<file path="src/rtl/mem_pkg.sv">
// Shared definitions for the byte-addressed word memory: boot ROM image,
// default ROM size and the clear/idle controller states.
package mem_pkg;

  localparam int ROM_BYTES_DEFAULT = 6;
  localparam int ROM_IMG_LEN       = 6;

  // Byte 0 is the most significant byte of the constant.
  localparam logic [8*ROM_IMG_LEN-1:0] ROM_IMAGE = 48'hDE_01_8E_05_0D_C1;

  typedef enum logic {
    CLEAR = 1'b0,
    IDLE  = 1'b1
  } state_e;

  // Bytes past the end of the image read as zero.
  function automatic logic [7:0] rom_byte(input int unsigned idx);
    logic [8*ROM_IMG_LEN-1:0] sh;
    sh = '0;
    if (idx < ROM_IMG_LEN) begin
      sh = ROM_IMAGE >> (8 * (ROM_IMG_LEN - 1 - idx));
    end
    return sh[7:0];
  endfunction

endpackage

</file>
<file path="src/rtl/mem_rom.sv">
// Combinational two-port lookup into the package ROM image, one port for the
// high byte (Addr) and one for the low byte (Addr+1).
module mem_rom
  import mem_pkg::*;
#(
  parameter int ADDR_W = 16
) (
  input  logic [ADDR_W:0] i_idx_hi,
  input  logic [ADDR_W:0] i_idx_lo,
  output logic [7:0]      o_byte_hi,
  output logic [7:0]      o_byte_lo
);

  assign o_byte_hi = rom_byte(32'(i_idx_hi));
  assign o_byte_lo = rom_byte(32'(i_idx_lo));

endmodule

</file>
<file path="src/rtl/byte_word_mem.sv">
// Byte-addressed memory returning big-endian 16-bit words from any byte
// address, with a read-only boot region, byte enables and a post-reset clear.
module byte_word_mem
  import mem_pkg::*;
#(
  parameter int DEPTH          = 64,
  parameter int ADDR_W         = 16,
  parameter int ROM_BYTES      = ROM_BYTES_DEFAULT,
  parameter bit CLEAR_ON_RESET = 1'b1
) (
  input  logic              Clk,
  input  logic              Reset,
  input  logic [ADDR_W-1:0] Addr,
  input  logic [15:0]       InData,
  input  logic [1:0]        ByteEn,
  input  logic              MemWrite,
  input  logic              MemRead,
  output logic              Ready,
  output logic [15:0]       MemOut,
  output logic              MemValid,
  output logic              MemErr
);

  localparam int IDX_W = $clog2(DEPTH);
  localparam logic [ADDR_W:0]  DEPTH_X   = (ADDR_W+1)'(DEPTH);
  localparam logic [ADDR_W:0]  ROM_X     = (ADDR_W+1)'(ROM_BYTES);
  localparam logic [IDX_W-1:0] CNT_FIRST = IDX_W'(ROM_BYTES);
  localparam logic [IDX_W-1:0] CNT_LAST  = IDX_W'(DEPTH - 1);

  if ((DEPTH % 2) != 0 || DEPTH <= ROM_BYTES + 1) begin : g_bad_params
    $error("byte_word_mem: DEPTH must be even and exceed ROM_BYTES+1");
  end

  state_e           r_state;
  logic [IDX_W-1:0] r_clr_cnt;
  // Only the writable region has storage; ROM bytes come from the image.
  logic [7:0]       r_ram [ROM_BYTES:DEPTH-1];
  logic [15:0]      r_rdata_p1;
  logic             r_vld_p1;
  logic             r_err_p1;

  logic [ADDR_W:0]  w_addr_hi;
  logic [ADDR_W:0]  w_addr_lo;
  logic [IDX_W-1:0] w_idx_hi;
  logic [IDX_W-1:0] w_idx_lo;
  logic             w_acc;
  logic             w_in_range;
  logic             w_hi_rom;
  logic             w_lo_rom;
  logic             w_we_hi;
  logic             w_we_lo;
  logic             w_wr_err;
  logic             w_err;
  logic [7:0]       w_rom_hi;
  logic [7:0]       w_rom_lo;
  logic [7:0]       w_rd_hi;
  logic [7:0]       w_rd_lo;

  // Addr+1 is formed one bit wider so the top address cannot wrap to zero.
  assign w_addr_hi  = {1'b0, Addr};
  assign w_addr_lo  = w_addr_hi + 1'b1;
  assign w_idx_hi   = w_addr_hi[IDX_W-1:0];
  assign w_idx_lo   = w_addr_lo[IDX_W-1:0];
  assign w_in_range = (w_addr_lo < DEPTH_X);
  assign w_hi_rom   = (w_addr_hi < ROM_X);
  assign w_lo_rom   = (w_addr_lo < ROM_X);

  assign Ready = (r_state == IDLE) && !Reset;
  assign w_acc = Ready && (MemRead || MemWrite);

  assign w_we_hi  = w_acc && MemWrite && w_in_range && ByteEn[1] && !w_hi_rom;
  assign w_we_lo  = w_acc && MemWrite && w_in_range && ByteEn[0] && !w_lo_rom;
  assign w_wr_err = MemWrite && (!w_in_range || (ByteEn[1] && w_hi_rom) ||
                                 (ByteEn[0] && w_lo_rom));
  assign w_err    = (MemRead && !w_in_range) || w_wr_err;

  mem_rom #(
    .ADDR_W (ADDR_W)
  ) u_rom (
    .i_idx_hi  (w_addr_hi),
    .i_idx_lo  (w_addr_lo),
    .o_byte_hi (w_rom_hi),
    .o_byte_lo (w_rom_lo)
  );

  assign w_rd_hi = w_hi_rom ? w_rom_hi : r_ram[w_idx_hi];
  assign w_rd_lo = w_lo_rom ? w_rom_lo : r_ram[w_idx_lo];

  // Stage p0 -> p1: controller, read data and strobes.
  always_ff @(posedge Clk) begin
    if (Reset) begin
      r_state    <= CLEAR_ON_RESET ? CLEAR : IDLE;
      r_clr_cnt  <= CNT_FIRST;
      r_rdata_p1 <= 16'h0000;
      r_vld_p1   <= 1'b0;
      r_err_p1   <= 1'b0;
    end else begin
      if (r_state == CLEAR) begin
        r_clr_cnt <= r_clr_cnt + 1'b1;
        if (r_clr_cnt == CNT_LAST) begin
          r_state <= IDLE;
        end
      end
      r_vld_p1 <= w_acc && MemRead;
      r_err_p1 <= w_acc && w_err;
      if (w_acc && MemRead) begin
        r_rdata_p1 <= w_in_range ? {w_rd_hi, w_rd_lo} : 16'h0000;
      end
    end
  end

  // RAM storage: the read above samples old contents, giving read-before-write.
  always_ff @(posedge Clk) begin
    if (Reset && !CLEAR_ON_RESET) begin
      for (int i = ROM_BYTES; i < DEPTH; i++) begin
        r_ram[i] <= 8'h00;
      end
    end else if (r_state == CLEAR) begin
      r_ram[r_clr_cnt] <= 8'h00;
    end else begin
      if (w_we_hi) begin
        r_ram[w_idx_hi] <= InData[15:8];
      end
      if (w_we_lo) begin
        r_ram[w_idx_lo] <= InData[7:0];
      end
    end
  end

  assign MemOut   = r_rdata_p1;
  assign MemValid = r_vld_p1;
  assign MemErr   = r_err_p1;

endmodule

</file>
<file path="config.mk">
export PLATFORM = sky130hd
export DESIGN_NAME = byte_word_mem
export DESIGN_NICKNAME = d
export VERILOG_FILES = /design/src/rtl/mem_pkg.sv /design/src/rtl/mem_rom.sv /design/src/rtl/byte_word_mem.sv
export SDC_FILE = /design/constraint.sdc
export NUM_CORES = 1
export LEC_CHECK = 0
export CAP_MARGIN = 20
export CORE_MARGIN = 2
export CORE_UTILIZATION = 30
export CTS_CLUSTER_DIAMETER = 30
export DETAILED_ROUTE_END_ITERATION = 6
export GPL_TIMING_DRIVEN = 0
export SYNTH_ARGS = -nofsm -noshare
export SYNTH_HDL_FRONTEND = slang
export SYNTH_SLANG_ARGS = --single-unit
</file>
<file path="constraint.sdc">
create_clock -name Clk -period 8.2 [get_ports Clk]
set_input_delay 2.05 -clock Clk [delete_from_list [all_inputs] [get_ports Clk]]
set_output_delay 2.05 -clock Clk [all_outputs]
set_load 0.01 [all_outputs]
</file>
Word-level counts from Yosys, hierarchy flattened
Memories as Yosys holds them, arrays and structs flattened.
Index checks and enable logic that the tools add are counted.
- shifts and indexed selects: 2
- equality and inequality tests: 1
- reductions and logical operators: 23
- multiplexer cells: 17
- add/subtract/negate cells: 4
- $lt $le $gt $ge: 5
- operators with widths (cell ; number):
    48-bit by 32-bit right shift with 8-bit output, first input constant ; 2
    8-bit 2-to-1 mux ; 5
    17-bit by 3-bit less-than comparator with 1-bit output, second input constant ; 2
    16-bit by 3-bit less-than comparator with 1-bit output, second input constant ; 2
    3-bit by 17-bit subtractor with 18-bit output, first input constant ; 1
    16-bit by 1-bit adder with 17-bit output, second input constant ; 1
    17-bit by 7-bit less-than comparator with 1-bit output, second input constant ; 1
    3-bit by 16-bit subtractor with 17-bit output, first input constant ; 1
    16-bit 2-to-1 mux ; 1
    1-bit logical AND ; 14
    1-bit 2-to-1 mux ; 10
    8-bit OR reduction ; 1
    6-bit by 1-bit adder with 6-bit output, second input constant ; 1
    6-bit == test, second input constant ; 1
    6-bit 2-to-1 mux ; 1
    1-bit zero test ; 4
    1-bit logical OR ; 4
- input port bits: 38
- bits in registers: 25
- RAM bits: 464
- memories kept: 1
- memories (memory ; words ; width ; read ports ; clocked after Yosys merged registers in ; wr ports ; line ; text):
    r_ram ; 58 ; 8 ; 2 ; 0 ; 2 ; byte_word_mem.sv:37 ; logic [7:0] r_ram [ROM_BYTES:DEPTH-1];

Depth between registers and ports, before layout
- depth in word-level cells: 12
- mapped depth: 13
- gate-level depth less buffers: 9

Hierarchy
Synthesis repeated with hierarchy kept, for this count alone.
- cell total of the unflattened synthesis: 2470
- area, all modules: 31281.3 µm²
- modules (own cells, without submodules) (module ; seq. area each (µm²) ; instances ; cells an instance ; area an instance (µm²)):
    byte_word_mem ; 14433.8 ; 1 ; 2403 ; 30794.5
    mem_rom ; 0.0 ; 1 ; 67 ; 486.7

Worst setup path after synthesis
OpenSTA, ideal clock, no wires.
- kind: input to register
- from: in Addr[0]
- to: mem r_ram[23][0], enable pin
- buffers on the path: 3
- setup time: 376 ps
- required time: 7824 ps
- stages on the path: 11
- setup slack: 3090 ps
- arrival time: 4734 ps
- cell sequence: ha_1 and3_4 buf_6 a2111oi_2 nor3_1 a211o_1 nor3_2 buf_4 buf_2 mux2_2 o22ai_1
- RTL lines (item ; line ; text):
    start: declaration ; byte_word_mem.sv:13 ; input logic [ADDR_W-1:0] Addr,
    end: declaration ; byte_word_mem.sv:37 ;

==> impl_metrics.csv <==
group,metric,value,unit
cells_and_area,fillCellCount,9412,
clock_network,ctsHtreeMaxLevel,3,
route,first_pass_iters,6,
clock_network,cts_root_buffer,"clkbuf_16",
synthesis,seq_area_frac_synth,0.4744,
floorplan,die_x,322.5,um
power,peakVddDrop,0.1711,mV
cells_and_area,area_growth,22.93,%
setup_path,cp-end-kind,"flip-flop",
synthesis,synth_edf_count,464,
sta,final_hold_viol_count,0,
synthesis,syn_area,30430,um^2
clock_network,cts.sink_count,489,
synthesis,synth_area_leaders,"edfxtp_1 (46%), mux4_2 (19%), mux2_2 (17%)",
floorplan,die_area,104000,um^2
power,swShare,0.2426,
route,drc,0,
floorplan,num_rows,116,
synthesis,synth_top_area_cell,"edfxtp_1",
synthesis,syn_inst,2031,
global_routing,grt_use_total,0.2624,
sta,max_slew_margin,0.1697,
power,powerDensity,223.9,nW/um^2
sta,min_period,7.382,ns
synthesis,avgSynthCellArea,14.98,um^2
global_routing,grt_pass1_vias,22560,
sta,drv_slew,0,
clock_network,cts_hold_buf,0,
clock_network,cts_resized,0,
setup_path,required,8.61,ns
power,p_leak,11.74,nW
floorplan,die_h,322.5,um
floorplan,core_area,100300,um^2
sta,fin_crit_sh,0.9002,
place,port_buffers,47,
floorplan,io_pins,57,
route,vias,22930,
setup_path,startpoint,"Addr[1]",
synthesis,synth_fp_nets,2077,
route,wl,137500,um
sta,skew,0.03764,ns
synthesis,async_flop_share,0,
sta,rsz0062_at_grt,"false",
power,internal-power,6.342,mW
setup_path,cp_max_fo,11,
cells_and_area,mostFrequentLayoutCells,"edfxtp_1 (464), mux2_2 (456), mux4_2 (257)",
clock_network,cts_setup_buffers,0,
route,wl_per_cell,37.03,um
cells_and_area,finalNetCount,2296,
global_routing,grt_max_degree,17,
cells_and_area,final_common_cell,"edfxtp_1",
worst_hold_path,hold_start,"MemOut[3]$_SDFFE_PP0P_",
floorplan,initial_core_util,0.3034,
sta,finalSetupViolCount,0,
route,antenna_left,0,
sta,max_freq,0.1355,GHz
clock_network,cts_tree,"yes",
power,pwr-share-clk,0.595,
synthesis,ys_seq_elements,489,
sta,worst_pin_slew,1.237,ns
worst_hold_path,hold_path.class,"reg -> reg",
sta,finalHoldWorstSlack,0.4748,ns
cells_and_area,drive_above_1_share,0.4764,
power,switchingPower,2.032,mW
global_routing,grt_pass1_wl,186200,um
cells_and_area,finish.utilization,0.3729,
synthesis,synth_flop_cell,"edfxtp_1",
setup_path,arrival,7.80,ns
global_routing,grt.overflow.total,0,
global_routing,antenna_found_initial,12,
synthesis,synth_top_area_frac,0.4579,
place,place.gp.congestion,1.023,
outcome,outcome,"finished, final reports clean",
clock_network,worstSkewPairLatency,0.70,ns
power,p_seq_frac,0.328,
clock_network,cts_buffers,120,
route,drt-initial-drc-count,3687,
clock_network,clk_pin_slew_worst_paths,0.04,ns
setup_path,path_class,"in -> reg",
route,vias_per_cell,6.174,
setup_path,startpoint_type,"primary input",
power,p_comb_frac,0.078,
synthesis,ys_warn_count,0,
flow_run,cap_violations,0,
setup_path,rr_startpoint,"r_state$_SDFF_PP0_",
clock_network,cts_buffer_depth,3,
synthesis,synthDistinctLibCells,71,
place,dp_hpwl,100400,um
-- cells in the mapped netlist (all sizes together), types with 9 or more instances --
master	n
mux2	472
edfxtp	464
mux4	257
clkbuf	126
buf	95
nand2	95
nor2	89
o22ai	55
mux2i	40
nand3	31
nor3	29
dfxtp	25
a21oi	23
o21ai	21
a31oi	15
nand4	15
nor2b	14
and2	13
a211oi	11
and3	11
o21bai	10
nand2b	9
xnor2	9
-- kinds of logic after synthesis --
| logic type | synth area share |
|---|---|
| compound gates | 0.04186 |
| xor+xnor | 0.004277 |
| fa+ha+maj | 0.003290 |
| buf+inv | 0.03351 |
| flops | 0.4744 |
| mux | 0.3800 |
| simple gates | 0.06263 |
-- path summary, 6_finish.rpt --
kind                                          endpoint  slack [ns]  cells past startpoint
worst min register to register  MemOut[3]$_SDFFE_PP0P_        0.47                      2
worst max-delay path            r_ram[57][1]$_DFFE_PP_        0.82                     10
worst min-delay path            MemOut[3]$_SDFFE_PP0P_        0.47                      2
worst max register to register  r_ram[27][2]$_DFFE_PP_        3.55                      7
-- through the flow --
| stage | area, um^2 | setup slack [ns] | setup TNS [ns] | total power, mW | cells |
|---|---|---|---|---|---|
| final | 37400 | 0.8184 | 0 | 8.374 | 3714 |
| after global routing | 37390 | 0.7695 | 0 | 8.500 | 3708 |
| after CTS | 37260 | 0.7619 | 0 | 8.332 | 3692 |
| after detailed placement | 33040 | 0.03345 | 0 | 3.401 | 3469 |
| after global placement | 32600 | -0.3301 | -38.32 | 3.375 | 3435 |
| after floorplan | 30430 | 3.090 | 0 | 3.089 | 2031 |
-- sequential cells by signal, indices dropped and copies added (netlist names) --
| signal | cells |
|---|---|
| r_ram | 464 |
| r_clr_cnt | 6 |
| MemValid | 1 |
| MemOut | 16 |
| r_state | 1 |
| MemErr | 1 |
-- critical path, cell delays in order --
cell             delay (ns)
clkdlybuf4s50_1        0.55
ha_1                   0.25
xor2_1                 0.34
inv_1                  0.44
buf_1                  0.87
clkbuf_1               0.92
ha_1                   0.42
nand2_1                0.48
nor2_1                 1.03
mux2_2                 0.42
-- routing by layer --
metal | share of wire | track usage
met5 | 0.0015 | 0.007870
met4 | 0.060 | 0.1391
met3 | 0.14 | 0.1077
met2 | 0.43 | 0.3859
met1 | 0.37 | 0.3281
-- power groups by stage --
stage | clock network, mW | registers [mW] | logic (mW)
after CTS | 4.97 | 2.74 | 0.616
after floorplan | 0 | 2.78 | 0.308
after global placement | 0 | 2.79 | 0.590
final | 4.98 | 2.74 | 0.650
after global routing | 5.11 | 2.74 | 0.650
after detailed placement | 0 | 2.79 | 0.615
-- area by class of cell --
| class | instances | area, um^2 | area share |
|---|---|---|---|
| multi-input cells | 1313 | 15000 | 0.4011 |
| flip-flops and latches | 489 | 14430 | 0.3859 |
| clock buffers | 153 | 3252 | 0.08694 |
| well taps | 1357 | 1698 | 0.04539 |
| repair buffers | 97 | 1013 | 0.02710 |
| plain buffers | 221 | 998.5 | 0.02669 |
| clock inverters | 70 | 960.9 | 0.02569 |
| inverters | 8 | 30.03 | 0.0008028 |
| diodes | 6 | 15.01 | 0.0004014 |
(Power assumes the default switching activity.)
